<file path="src/rtl/muldiv_pkg.sv">
// Shared constants, op encoding and FSM states for the iterative mul/div unit.
// Divide hardware is included only when MULDIV_DIV_EN is defined.
package muldiv_pkg;

   localparam int XLEN  = 32;
   localparam int CNT_W = 6;

   localparam logic [CNT_W-1:0] LAST_STEP = CNT_W'(XLEN - 1);

   localparam logic [1:0] OP_MUL  = 2'b00;
   localparam logic [1:0] OP_MULU = 2'b01;
   localparam logic [1:0] OP_DIV  = 2'b10;
   localparam logic [1:0] OP_DIVU = 2'b11;

   typedef enum logic [1:0] {
      S_IDLE,
      S_RUN,
      S_FIX,
      S_DONE
   } state_e;

   function automatic logic [XLEN-1:0] mag(
      input logic [XLEN-1:0] v,
      input logic            neg
   );
      return neg ? -v : v;
   endfunction

endpackage

</file>
<file path="src/rtl/muldiv_step.sv">
// One radix-2 iteration: shift-add for multiply, restoring shift-subtract
// for divide (divide path present only with MULDIV_DIV_EN).
module muldiv_step
   import muldiv_pkg::*;
(
`ifdef MULDIV_DIV_EN
   input  logic            div_i,
`endif
   input  logic [XLEN-1:0] hi_i,
   input  logic [XLEN-1:0] lo_i,
   input  logic [XLEN-1:0] opnd_i,
   output logic [XLEN-1:0] hi_o,
   output logic [XLEN-1:0] lo_o
);

   logic [XLEN:0] sum;

   assign sum = {1'b0, hi_i}
              + (lo_i[0] ? {1'b0, opnd_i} : {(XLEN+1){1'b0}});

`ifdef MULDIV_DIV_EN
   logic [XLEN:0]   sh;
   logic [XLEN-1:0] rem;
   logic            ge;

   // The partial remainder never exceeds the divisor, so 32-bit wrap is exact.
   assign sh  = {hi_i, lo_i[XLEN-1]};
   assign ge  = (sh >= {1'b0, opnd_i});
   assign rem = sh[XLEN-1:0] - opnd_i;

   always_comb begin
      hi_o = sum[XLEN:1];
      lo_o = {sum[0], lo_i[XLEN-1:1]};
      if (div_i) begin
         hi_o = ge ? rem : sh[XLEN-1:0];
         lo_o = {lo_i[XLEN-2:0], ge};
      end
   end
`else
   assign hi_o = sum[XLEN:1];
   assign lo_o = {sum[0], lo_i[XLEN-1:1]};
`endif

endmodule

</file>
<file path="src/rtl/muldiv_unit.sv">
// Fixed-latency iterative multiply/divide unit (34 cycles start to done).
// Define MULDIV_DIV_EN to include the divide datapath.
module muldiv_unit
   import muldiv_pkg::*;
(
   input  logic            clk,
   input  logic            rst_n,
   input  logic [XLEN-1:0] a,
   input  logic [XLEN-1:0] b,
   input  logic [1:0]      op,
   input  logic            start,
   output logic            busy,
   output logic            done,
   output logic [XLEN-1:0] hi,
   output logic [XLEN-1:0] lo,
   output logic            div_zero
);

   state_e state_q, state_d;

   logic [CNT_W-1:0] cnt_q, cnt_d;
   logic [1:0]       op_q, op_d;
   logic             sa_q, sa_d;
   logic             sb_q, sb_d;
   logic [XLEN-1:0]  opnd_q, opnd_d;
   logic [XLEN-1:0]  acc_hi_q, acc_hi_d;
   logic [XLEN-1:0]  acc_lo_q, acc_lo_d;
   logic [XLEN-1:0]  hi_q, hi_d;
   logic [XLEN-1:0]  lo_q, lo_d;
   logic             done_q, done_d;
   logic             dz_q, dz_d;
`ifdef MULDIV_DIV_EN
   logic             bz_q, bz_d;
`endif

   logic             accept;
   logic             step_en;
   logic             fix_en;
   logic             load_en;
   logic             in_div;
   logic             in_sgn;
   logic             a_neg;
   logic             b_neg;
   logic             div_q;
   logic [XLEN-1:0]  st_hi;
   logic [XLEN-1:0]  st_lo;
   logic [2*XLEN-1:0] prod;

   assign in_div = (op == OP_DIV) || (op == OP_DIVU);
   assign in_sgn = (op == OP_MUL) || (op == OP_DIV);
   assign a_neg  = in_sgn & a[XLEN-1];
   assign b_neg  = in_sgn & b[XLEN-1];
   assign div_q  = (op_q == OP_DIV) || (op_q == OP_DIVU);
   assign prod   = {acc_hi_q, acc_lo_q};

   always_ff @(posedge clk or negedge rst_n) begin
      if (!rst_n) begin
         state_q <= S_IDLE;
      end else begin
         state_q <= state_d;
      end
   end

   always_comb begin
      state_d = state_q;
      unique case (state_q)
         S_IDLE: if (accept) state_d = S_RUN;
         S_RUN:  if (cnt_q == LAST_STEP) state_d = S_FIX;
         S_FIX:  state_d = S_DONE;
         S_DONE: state_d = S_IDLE;
         default: state_d = S_IDLE;
      endcase
   end

   // A start during the done pulse is dropped; it must come one cycle later.
   always_comb begin
      busy    = 1'b0;
      accept  = 1'b0;
      step_en = 1'b0;
      fix_en  = 1'b0;
      load_en = 1'b0;
      unique case (1'b1)
         (state_q == S_IDLE): accept = start & ~done_q;
         (state_q == S_RUN): begin
            busy    = 1'b1;
            step_en = 1'b1;
         end
         (state_q == S_FIX): begin
            busy   = 1'b1;
            fix_en = 1'b1;
         end
         (state_q == S_DONE): begin
            busy    = 1'b1;
            load_en = 1'b1;
         end
         default: busy = 1'b0;
      endcase
   end

   muldiv_step u_step (
`ifdef MULDIV_DIV_EN
      .div_i  (div_q),
`endif
      .hi_i   (acc_hi_q),
      .lo_i   (acc_lo_q),
      .opnd_i (opnd_q),
      .hi_o   (st_hi),
      .lo_o   (st_lo)
   );

   always_comb begin
      cnt_d    = cnt_q;
      op_d     = op_q;
      sa_d     = sa_q;
      sb_d     = sb_q;
      opnd_d   = opnd_q;
      acc_hi_d = acc_hi_q;
      acc_lo_d = acc_lo_q;
      hi_d     = hi_q;
      lo_d     = lo_q;
      dz_d     = dz_q;
      done_d   = 1'b0;
`ifdef MULDIV_DIV_EN
      bz_d     = bz_q;
`endif
      unique case (1'b1)
         accept: begin
            cnt_d    = '0;
            op_d     = op;
            sa_d     = a_neg;
            sb_d     = b_neg;
            acc_hi_d = '0;
            opnd_d   = in_div ? mag(b, b_neg) : mag(a, a_neg);
            acc_lo_d = in_div ? mag(a, a_neg) : mag(b, b_neg);
`ifdef MULDIV_DIV_EN
            bz_d     = (b == '0);
`endif
         end
         step_en: begin
            cnt_d    = cnt_q + CNT_W'(1);
            acc_hi_d = st_hi;
            acc_lo_d = st_lo;
         end
         fix_en: begin
            unique case (op_q)
               OP_MUL, OP_MULU: begin
                  {acc_hi_d, acc_lo_d} = (sa_q ^ sb_q) ? -prod : prod;
               end
               OP_DIV, OP_DIVU: begin
`ifdef MULDIV_DIV_EN
                  // Zero divisor leaves |a| as remainder; re-signing restores a.
                  acc_hi_d = mag(acc_hi_q, sa_q);
                  acc_lo_d = bz_q ? '1 : mag(acc_lo_q, sa_q ^ sb_q);
`else
                  acc_hi_d = '0;
                  acc_lo_d = '0;
`endif
               end
               default: acc_hi_d = acc_hi_q;
            endcase
         end
         load_en: begin
            hi_d   = acc_hi_q;
            lo_d   = acc_lo_q;
            done_d = 1'b1;
            if (div_q) begin
`ifdef MULDIV_DIV_EN
               dz_d = bz_q;
`else
               dz_d = 1'b0;
`endif
            end
         end
         default: cnt_d = cnt_q;
      endcase
   end

   always_ff @(posedge clk or negedge rst_n) begin
      if (!rst_n) begin
         cnt_q    <= '0;
         op_q     <= OP_MUL;
         sa_q     <= 1'b0;
         sb_q     <= 1'b0;
         opnd_q   <= '0;
         acc_hi_q <= '0;
         acc_lo_q <= '0;
         hi_q     <= '0;
         lo_q     <= '0;
         done_q   <= 1'b0;
         dz_q     <= 1'b0;
      end else begin
         cnt_q    <= cnt_d;
         op_q     <= op_d;
         sa_q     <= sa_d;
         sb_q     <= sb_d;
         opnd_q   <= opnd_d;
         acc_hi_q <= acc_hi_d;
         acc_lo_q <= acc_lo_d;
         hi_q     <= hi_d;
         lo_q     <= lo_d;
         done_q   <= done_d;
         dz_q     <= dz_d;
      end
   end

`ifdef MULDIV_DIV_EN
   always_ff @(posedge clk or negedge rst_n) begin
      if (!rst_n) begin
         bz_q <= 1'b0;
      end else begin
         bz_q <= bz_d;
      end
   end
`endif

   assign done     = done_q;
   assign hi       = hi_q;
   assign lo       = lo_q;
   assign div_zero = dz_q;

endmodule

</file>
<file path="config.mk">
export PLATFORM = sky130hd
export DESIGN_NAME = muldiv_unit
export DESIGN_NICKNAME = d
export VERILOG_FILES = /design/src/rtl/muldiv_pkg.sv /design/src/rtl/muldiv_step.sv /design/src/rtl/muldiv_unit.sv
export SDC_FILE = /design/constraint.sdc
export NUM_CORES = 1
export LEC_CHECK = 0
export ABC_CLOCK_PERIOD_IN_PS = 4600
export BUFFER_PORTS_ARGS = -buffer_cell sky130_fd_sc_hd__buf_2
export CAP_MARGIN = 30
export CORE_ASPECT_RATIO = 0.9
export CORE_UTILIZATION = 45
export DETAILED_ROUTE_END_ITERATION = 16
export PLACE_DENSITY = 0.73
export REMOVE_ABC_BUFFERS = 1
export SYNTH_ARGS = -nofsm -noshare
export SYNTH_HDL_FRONTEND = slang
export SYNTH_SLANG_ARGS = --single-unit
</file>
<file path="constraint.sdc">
create_clock -name clk -period 4.6 [get_ports clk]
set_clock_uncertainty 0.05 [all_clocks]
set_input_delay 0.69 -clock clk [delete_from_list [all_inputs] [get_ports clk]]
set_output_delay 0.69 -clock clk [all_outputs]
set_load 0.005 [all_outputs]
</file>
Word-level counts from Yosys, hierarchy flattened
Index checks and enable logic that the tools add are counted.
{"block": "word_totals", "reg_bits": 173, "out_inout_bits": 67}
{"block": "classes", "add_sub_neg": 5, "n_eq_ne": 12, "muxes": 20, "bitwise": 5, "n_reduce_logical": 12}
{"operator": "case mux 32 bit (3 select lines)", "count": 2}
{"operator": "2-to-1 mux 32 bit", "count": 5}
{"operator": "case mux 32 bit (2 select lines)", "count": 2}
{"operator": "2-to-1 mux 64 bit", "count": 1}
{"operator": "negation 32 bit", "count": 2}
{"operator": "negation 64 bit", "count": 1}
{"operator": "adder 32 x 33 -> 33 bit", "count": 1}
{"operator": "== test 2 bit (second input constant)", "count": 6}
{"operator": "case mux 6 bit (2 select lines)", "count": 1}
{"operator": "case mux 2 bit (4 select lines)", "count": 1}
{"operator": "adder 6 x 1 -> 6 bit (second input constant)", "count": 1}
{"operator": "== test 6 x 5 -> 1 bit (second input constant)", "count": 1}
{"operator": "logical NOT 2 bit", "count": 3}
{"operator": "2-to-1 mux 1 bit", "count": 6}
{"operator": "== test 2 x 1 -> 1 bit (second input constant)", "count": 2}
{"operator": "2-to-1 mux 2 bit", "count": 2}
{"operator": "!= test 2 bit (second input constant)", "count": 2}
{"operator": "AND reduction 2 bit", "count": 2}
{"operator": "OR reduction 2 bit", "count": 2}
{"operator": "bitwise AND 1 bit", "count": 3}
{"operator": "!= test 3 bit (second input constant)", "count": 1}
{"operator": "nonzero test 3 bit", "count": 1}
{"operator": "OR reduction 3 bit", "count": 1}
{"operator": "logical OR 1 bit", "count": 2}
{"operator": "other kinds (3)", "count": 3}

Depth between registers and ports, before layout
Gate-level depths: netlist (run 1).
{"block": "logic_depth", "word_depth": 6, "depth_mapped": 14, "ltp_nobuf": 13}

Modules after synthesis
A second synthesis (run 1) with hierarchy kept.
{"block": "unflattened", "hier_cells": 1439, "area_unflattened_um2": 12597.1}
{"mod": "muldiv_unit", "n_inst": 1, "cells_each": 1111, "area_per_inst_um2": 10359.9}
{"mod": "muldiv_step", "n_inst": 1, "cells_each": 328, "area_per_inst_um2": 2237.1}

Worst setup path before layout (run 1)
Ideal clock, no wire load.
{"block": "synth_timing", "path_type": "register to register", "start": "register acc_lo_q[0]", "end": "register acc_hi_q[23]", "t_arrival_ps": 3471, "required_ps": 4419, "slack_ps": 948, "path_stages_with_launch": 15, "n_path_buf": 1, "synth_period_minus_slack_ps": 3652, "cell_sequence": "dfrtp_1 -> clkbuf_1 -> and2_1 -> ha_1 -> inv_1 -> fa_1 -> nor2b_1 -> o211a_1 -> o211a_1 -> nor2_1 -> o21ai_0 -> a311oi_1 -> o31ai_1 -> a21oi_1 -> or3_1"}
{"block": "synth_between", "elab_chain_cells": 4}
{"item": "start: declaration", "line": "muldiv_unit.sv:27", "rtl": "logic [XLEN-1:0] acc_lo_q, acc_lo_d;"}
{"item": "start signal: assignment", "line": "muldiv_unit.sv:198", "rtl": "acc_lo_q <= acc_lo_d;"}
{"item": "negation 64 bit", "line": "muldiv_unit.sv:147", "rtl": "{acc_hi_d, acc_lo_d} = (sa_q ^ sb_q) ? -prod : prod;"}
{"item": "2-to-1 mux 64 bit", "line": "muldiv_unit.sv:147"}
{"item": "case mux 32 bit (2 select lines)", "line": "muldiv_unit.sv:145", "rtl": "unique case (op_q)"}
{"item": "case mux 32 bit (3 select lines) (*)", "line": "muldiv_unit.sv:126", "rtl": "unique case (1'b1)"}
{"item": "end signal: assignment", "line": "muldiv_unit.sv:197", "rtl": "acc_hi_q <= acc_hi_d;"}
{"item": "end: declaration", "line": "muldiv_unit.sv:26", "rtl": "logic [XLEN-1:0] acc_hi_q, acc_hi_d;"}
Mark *: on every way between the ends. The rest lies on a longest branch, timed or not. The select of a mux whose other input is x is not followed.
A chain may end at the register's enable or synchronous reset.

Final worst setup path (run 1)
Ends and elaborated chain as after synthesis.

==> flow_summary.ini, run 1 <==
[timing]
slew_violations = 0
hold_ws_ns = 0.2696
relSlewSlack = 0.2735
period_minus_slack_ns = 3.971
fmax_ghz = 0.2518
finalHoldViolCount = 0
tns_ns = 0
setup_slack_ns = 0.6290
fin_crit_sh = 0.8633
tightestPinTransition_ns = 1.086
rsz0062_at_grt = false
setup_viol = 0

[clock_tree]
cts_resized = 0
post_cts_buffers = 0
cts.sinks = 172
cts.hold.buffers_added = 0
cts_tree = done
cts-htree-levels = 4
cts_buffers = 17
clock_latency_ns = 0.43
cts_root_buffer = clkbuf_16
cts_buffer_depth = 2
cts.clk_slew.worst_paths_ns = 0.07

[floorplan]
coreArea_um2 = 25990
start_util = 0.4569
io-pin-count = 136
die_area_um2 = 27050
die_h_um = 156.1
num_rows = 56
die_w_um = 173.3

[critical_path]
cp_common_cell = o211a_1
cp.required_ns = 4.85
endpoint_kind = flip-flop
path_buf_inv = 2
cpMaxStageDelayCell = dfrtp_1
arrival_ns = 4.22
cp_top_family = compound AO/OA/AOI/OAI gates
cpPeakStageDelay_ns = 0.75
critPathKind = flip-flop to flip-flop
crit_chain = and2_1, ha_1, inv_1, fa_1, nor2b_1, o211a_1, o211a_1, nor2_1, o21ai_0, a311oi_1, o31ai_1, buf_4, a21oi_1, or3_1
cp-start-kind = flip-flop
cp_max_fo = 27

[final_layout]
nets = 1595
stdcell_count = 1845
areaGrowthSynthToFinish_pct = 13.36
drive_above_1_share = 0.1890
final_common_cell = dfrtp_1
diodes = 0
most-common-layout-cells = dfrtp_1, o21ai_0, buf_2

[route]
first_iter_violations = 1046
firstDrtPassIters = 6
wl_per_cell_um = 19.65
antenna_left = 0
routed_wl_mm = 36.25
via_per_inst = 6.050
vias = 11160
drc = 0

[power_and_ir_drop]
p_leak_nw = 6.210
power.total_mw = 8.983
power_density_nw_per_um2 = 667.2
vdd_ir_drop_max_v = 0.0007073

[placement]
hpwl_mm = 25.94
portBuffers = 134
dp_slack_ns = 0.6936
place_congestion = 0.9365
dpl.cell_count = 1813

[job]
maxCapViolations = 0

[grt]
antenna_found_initial = 0
grt_pass1_vias = 10350
grt_max_degree = 92
grt.total_usage = 0.2686
grt_overflow_total = 0
grt_first_pass_wirelength_mm = 57.12

[synth]
syn_area_per_cell_um2 = 8.582
ys.warnings.count = 0
synth_area_um2 = 11880
ys.flop_type = dfrtp_1
synthCells = 1384
synth-seq-cells = 172
netlist.area_leader.share = 0.3624
ys_types = 76
yosys-top-cells-area = dfrtp_1, mux2_2, o21ai_0
yosysTopAreaCell = dfrtp_1
ys_async_sr_fraction = 1.000
seq_area_frac_synth = 0.3624
synth_edf_count = 0

[run_status]
outcome = completed

[hold_path]
hold_path_class = primary input to async pin
-- final timing paths --
kind	from	to	slack [ns]	depth (start not counted)
max in group asynchronous	rst_n	lo[7]	3.24	2
worst min register to register	opnd_q[24]	opnd_q[24]	0.42	1
worst min-delay path	rst_n	hi[29]	0.27	1
worst max-delay path	acc_lo_q[0]	acc_hi_q[23]	0.63	14
min in group clk	opnd_q[24]	opnd_q[24]	0.42	1
worst max register to register	acc_lo_q[0]	acc_hi_q[23]	0.63	14
-- area by class of cell --
| class | instances | area, um^2 |
|---|---|---|
| Clock buffer | 20 | 446.7 |
| Clock inverter | 12 | 138.9 |
| Timing Repair Buffer | 158 | 873.3 |
| Sequential cell | 172 | 4304 |
| Tap cell | 348 | 435.4 |
| Fill cell | 2410 | 12530 |
| Inverter | 30 | 112.6 |
| Multi-Input combinational cell | 1105 | 7153 |
-- metal layers --
layer  global-route usage  up-vias  share of wire
met4              0.09650        0          0.029
li1                     -     5244              -
met2               0.4267      501           0.45
met3              0.04142       84          0.073
met5                    0        -              0
met1               0.3715     5333           0.45
-- where the power goes --
part	total (mW)	switching (mW)	leakage [nW]	internal [mW]
clock network	1.47	0.652	0.273	0.820
registers	2.97	0.780	2.24	2.19
logic	4.54	2.69	3.70	1.84
total	8.98	4.13	6.21	4.86
-- cell usage after synthesis (all sizes together) (17+ instances only) --
master / number
inv: 30
nand2b: 19
nor2: 120
o21ai: 148
xnor2: 50
or3: 17
o221ai: 23
a21oi: 107
a22oi: 22
xor2: 42
clkbuf: 69
nor3: 55
nand3: 25
mux2: 68
dfrtp: 172
and2: 36
a21o: 23
ha: 41
nand2: 128
-- registers in the layout (all words and copies together), names as in the netlist --
signal    flops
acc_hi_q     32
acc_lo_q     32
cnt_q         6
done          1
hi           32
lo           32
op_q          1
opnd_q       32
sa_q          1
sb_q          1
state_q       2
-- stage by stage --
step | cell area, um^2 | util
after floorplan | 11550 | -
after global placement | 12860 | 0.4947
after detailed placement | 12880 | 0.4954
after CTS | 13460 | 0.5180
after global routing | 13460 | 0.5180
final | 13460 | 0.5180
-- cells by family (layout without fill, tap and decap cells) --
kind of cell    Yosys count  in the layout  synth area share
mux                      74             74           0.06952
other cells               1              1         0.0003157
compound gates          419            419            0.2180
flops                   172            172            0.3624
xor+xnor                 92             92           0.06784
buf+inv                 107            220           0.03719
simple gates            477            477            0.1999
fa+ha+maj                42             42           0.04488
Power figures use the tool's default switching activity.
==> run 2: changes to the inputs <==
--- a/config.mk
+++ b/config.mk
@@ -5,13 +5,14 @@
 export SDC_FILE = /design/constraint.sdc
 export NUM_CORES = 1
 export LEC_CHECK = 0
+export ABC_AREA = 1
 export ABC_CLOCK_PERIOD_IN_PS = 4600
 export BUFFER_PORTS_ARGS = -buffer_cell sky130_fd_sc_hd__buf_2
 export CAP_MARGIN = 30
 export CORE_ASPECT_RATIO = 0.9
 export CORE_UTILIZATION = 45
 export DETAILED_ROUTE_END_ITERATION = 16
-export PLACE_DENSITY = 0.73
+export PLACE_DENSITY = 0.72
 export REMOVE_ABC_BUFFERS = 1
 export SYNTH_ARGS = -nofsm -noshare
 export SYNTH_HDL_FRONTEND = slang
==> constraint.sdc (replaced) <==
create_clock -name clk -period 4.6 [get_ports clk]
set_clock_uncertainty 0.05 [all_clocks]
set_input_delay 0.69 -clock clk [delete_from_list [all_inputs] [get_ports clk]]
set_output_delay 0.69 -clock clk [all_outputs]
set_load 0.02 [all_outputs]
==> run 2 against run 1 <==
Global-route usage grew 7.4 points. Register-to-register slack better by 0.89 ns. Via count grew 42%. First-iteration DRC count up 46%. Critical path depth is 1 lower. Area after synthesis is 21% higher. Sequential cell count is the same.
==> flow_summary.ini, run 2 <==
[run_status]
outcome = completed

[grt]
antenna_found_initial = 0
grt_first_pass_wirelength_mm = 84.77
grt_max_degree = 87
grt.total_usage = 0.3422
grt_overflow_total = 0
grt_pass1_vias = 14830

[timing]
relSlewSlack = 0.4062
tns_ns = 0
fmax_ghz = 0.3242
hold_ws_ns = 0.02154
setup_viol = 0
tightestPinTransition_ns = 0.8886
setup_slack_ns = 1.516
period_minus_slack_ns = 3.084
fin_crit_sh = 0.6705
slew_violations = 0
finalHoldViolCount = 0
rsz0062_at_grt = false

[synth]
ys.warnings.count = 0
synthTopCellsByCount = nand2_1, inv_1, nor2_1
synth_area_um2 = 14390
yosys-top-cells-area = dfrtp_1, nand2_1, nand3_1
synth_edf_count = 0
seq_area_frac_synth = 0.2991
synth-seq-cells = 172
synth_most_common_cell = nand2_1
ys_async_sr_fraction = 1.000
syn_area_per_cell_um2 = 6.070
synthCells = 2371
netlist.area_leader.share = 0.2991
yosysTopAreaCell = dfrtp_1
ys.flop_type = dfrtp_1
ys_types = 49

[final_layout]
final_common_cell = nand2_1
diodes = 0
post-route-util = 0.5166
stdcell_count = 2894
drive_above_1_share = 0.09819
nets = 2583
areaGrowthSynthToFinish_pct = 11.79
most-common-layout-cells = nand2_1, inv_1, nor2_1

[route]
via_per_inst = 5.495
drc = 0
firstDrtPassIters = 8
first_iter_violations = 1529
vias = 15900
wl_per_cell_um = 19.09
antenna_left = 0
routed_wl_mm = 55.25

[floorplan]
io-pin-count = 136
die_area_um2 = 32700
coreArea_um2 = 31140
die_w_um = 190.5
start_util = 0.4622
die_h_um = 171.7
num_rows = 61

[hold_path]
hold_path_class = primary input to async pin

[critical_path]
reg2reg_depth = 13
cp_max_fo = 18
cpPeakStageDelay_ns = 0.63
cp.required_ns = 4.89
cp-start-kind = flip-flop
endpoint_kind = flip-flop
cpMaxStageDelayCell = dfrtp_1
cp_common_cell = nand2_1
arrival_ns = 3.38
critPathKind = flip-flop to flip-flop
crit_chain = clkinv_2, ha_1, inv_2, nor2_4, nand2_4, nor2_8, nand4_1, nor2_1, nand3_1, o21ai_1, nand2_1, nand2_1, nand2_1

[clock_tree]
cts.sinks = 172
cts.clk_slew.worst_paths_ns = 0.08
cts_tree = done
cts_buffer_depth = 2
cts.hold.buffers_added = 0
cts_buffers = 17
post_cts_buffers = 0
cts_resized = 0
clock_latency_ns = 0.45
cts_root_buffer = clkbuf_16
cts-htree-levels = 4

[power_and_ir_drop]
p_leak_nw = 8.556
vdd_ir_drop_max_v = 0.0003147
power_density_nw_per_um2 = 685.4

[placement]
dp_slack_ns = 1.612
dpl.cell_count = 2862
portBuffers = 134
hpwl_mm = 43.76
place_congestion = 1.041

[job]
maxCapViolations = 0
## run 2: changes by cell type after synthesis, moves of 36 or more
cell / change
mux2_2: -66
inv_1: +290
nand2_1: +650
nand3_1: +230
nor3_1: -37
xnor2_1: -36
nor2_1: +165
o21ai_0: -65
## run 2: worst paths after layout
path | slack (ns) | to | startpoint
min in group clk | 0.45 | hi[31] | hi[31]
worst max register to register | 1.52 | acc_hi_q[20] | acc_lo_q[0]
worst min-delay path | 0.02 | hi[9] | rst_n
max in group asynchronous | 3.73 | acc_hi_q[24] | rst_n
worst max-delay path | 1.52 | acc_hi_q[20] | acc_lo_q[0]
worst min register to register | 0.45 | hi[31] | hi[31]
## run 2: where the power goes
group          internal, mW  switching (mW)  total [mW]
Sequential             2.21           0.741        2.95
Combinational          1.83            4.63        6.46
Clock                 0.902           0.714        1.62
## run 2: stage by stage
step,area (um^2),power [mW]
after CTS,16090,10.88
after global placement,15430,9.159
after global routing,16090,11.73
after floorplan,14090,6.857
after detailed placement,15450,9.243
final,16090,11.03
## run 2: area by class of cell
class                   instances  area, um^2
inverters                     334        1255
multi-input cells            1797        8553
well taps                     409       511.7
fillers                      3254       15050
repair buffers                150       829.5
flip-flops and latches        172        4304
clock inverters                13       181.4
clock buffers                  19       452.9
## run 2: per-layer routing
layer	global-route usage	wire length, um	up-vias
met2	0.5556	25100	718
met4	0.1308	1973	0
met5	0	0	-
met1	0.4585	23750	7323
met3	0.05060	4422	121
li1	-	-	7741
## run 2: cell families after synthesis
kind of cell	count (synthesis)	synth area share
compound gates	288	0.1103
xor+xnor	37	0.02252
fa+ha+maj	42	0.03704
buf+inv	402	0.1080
flops	172	0.2991
mux	2	0.001565
other cells	1	0.0002606
simple gates	1427	0.4212
## run 2: critical path, delay by kind of cell (launching register included)
family / cells / cell delay, ns
compound gates: 1 / 0.27
flops: 1 / 0.63
buf+inv: 2 / 0.38
fa+ha+maj: 1 / 0.33
simple gates: 9 / 1.30
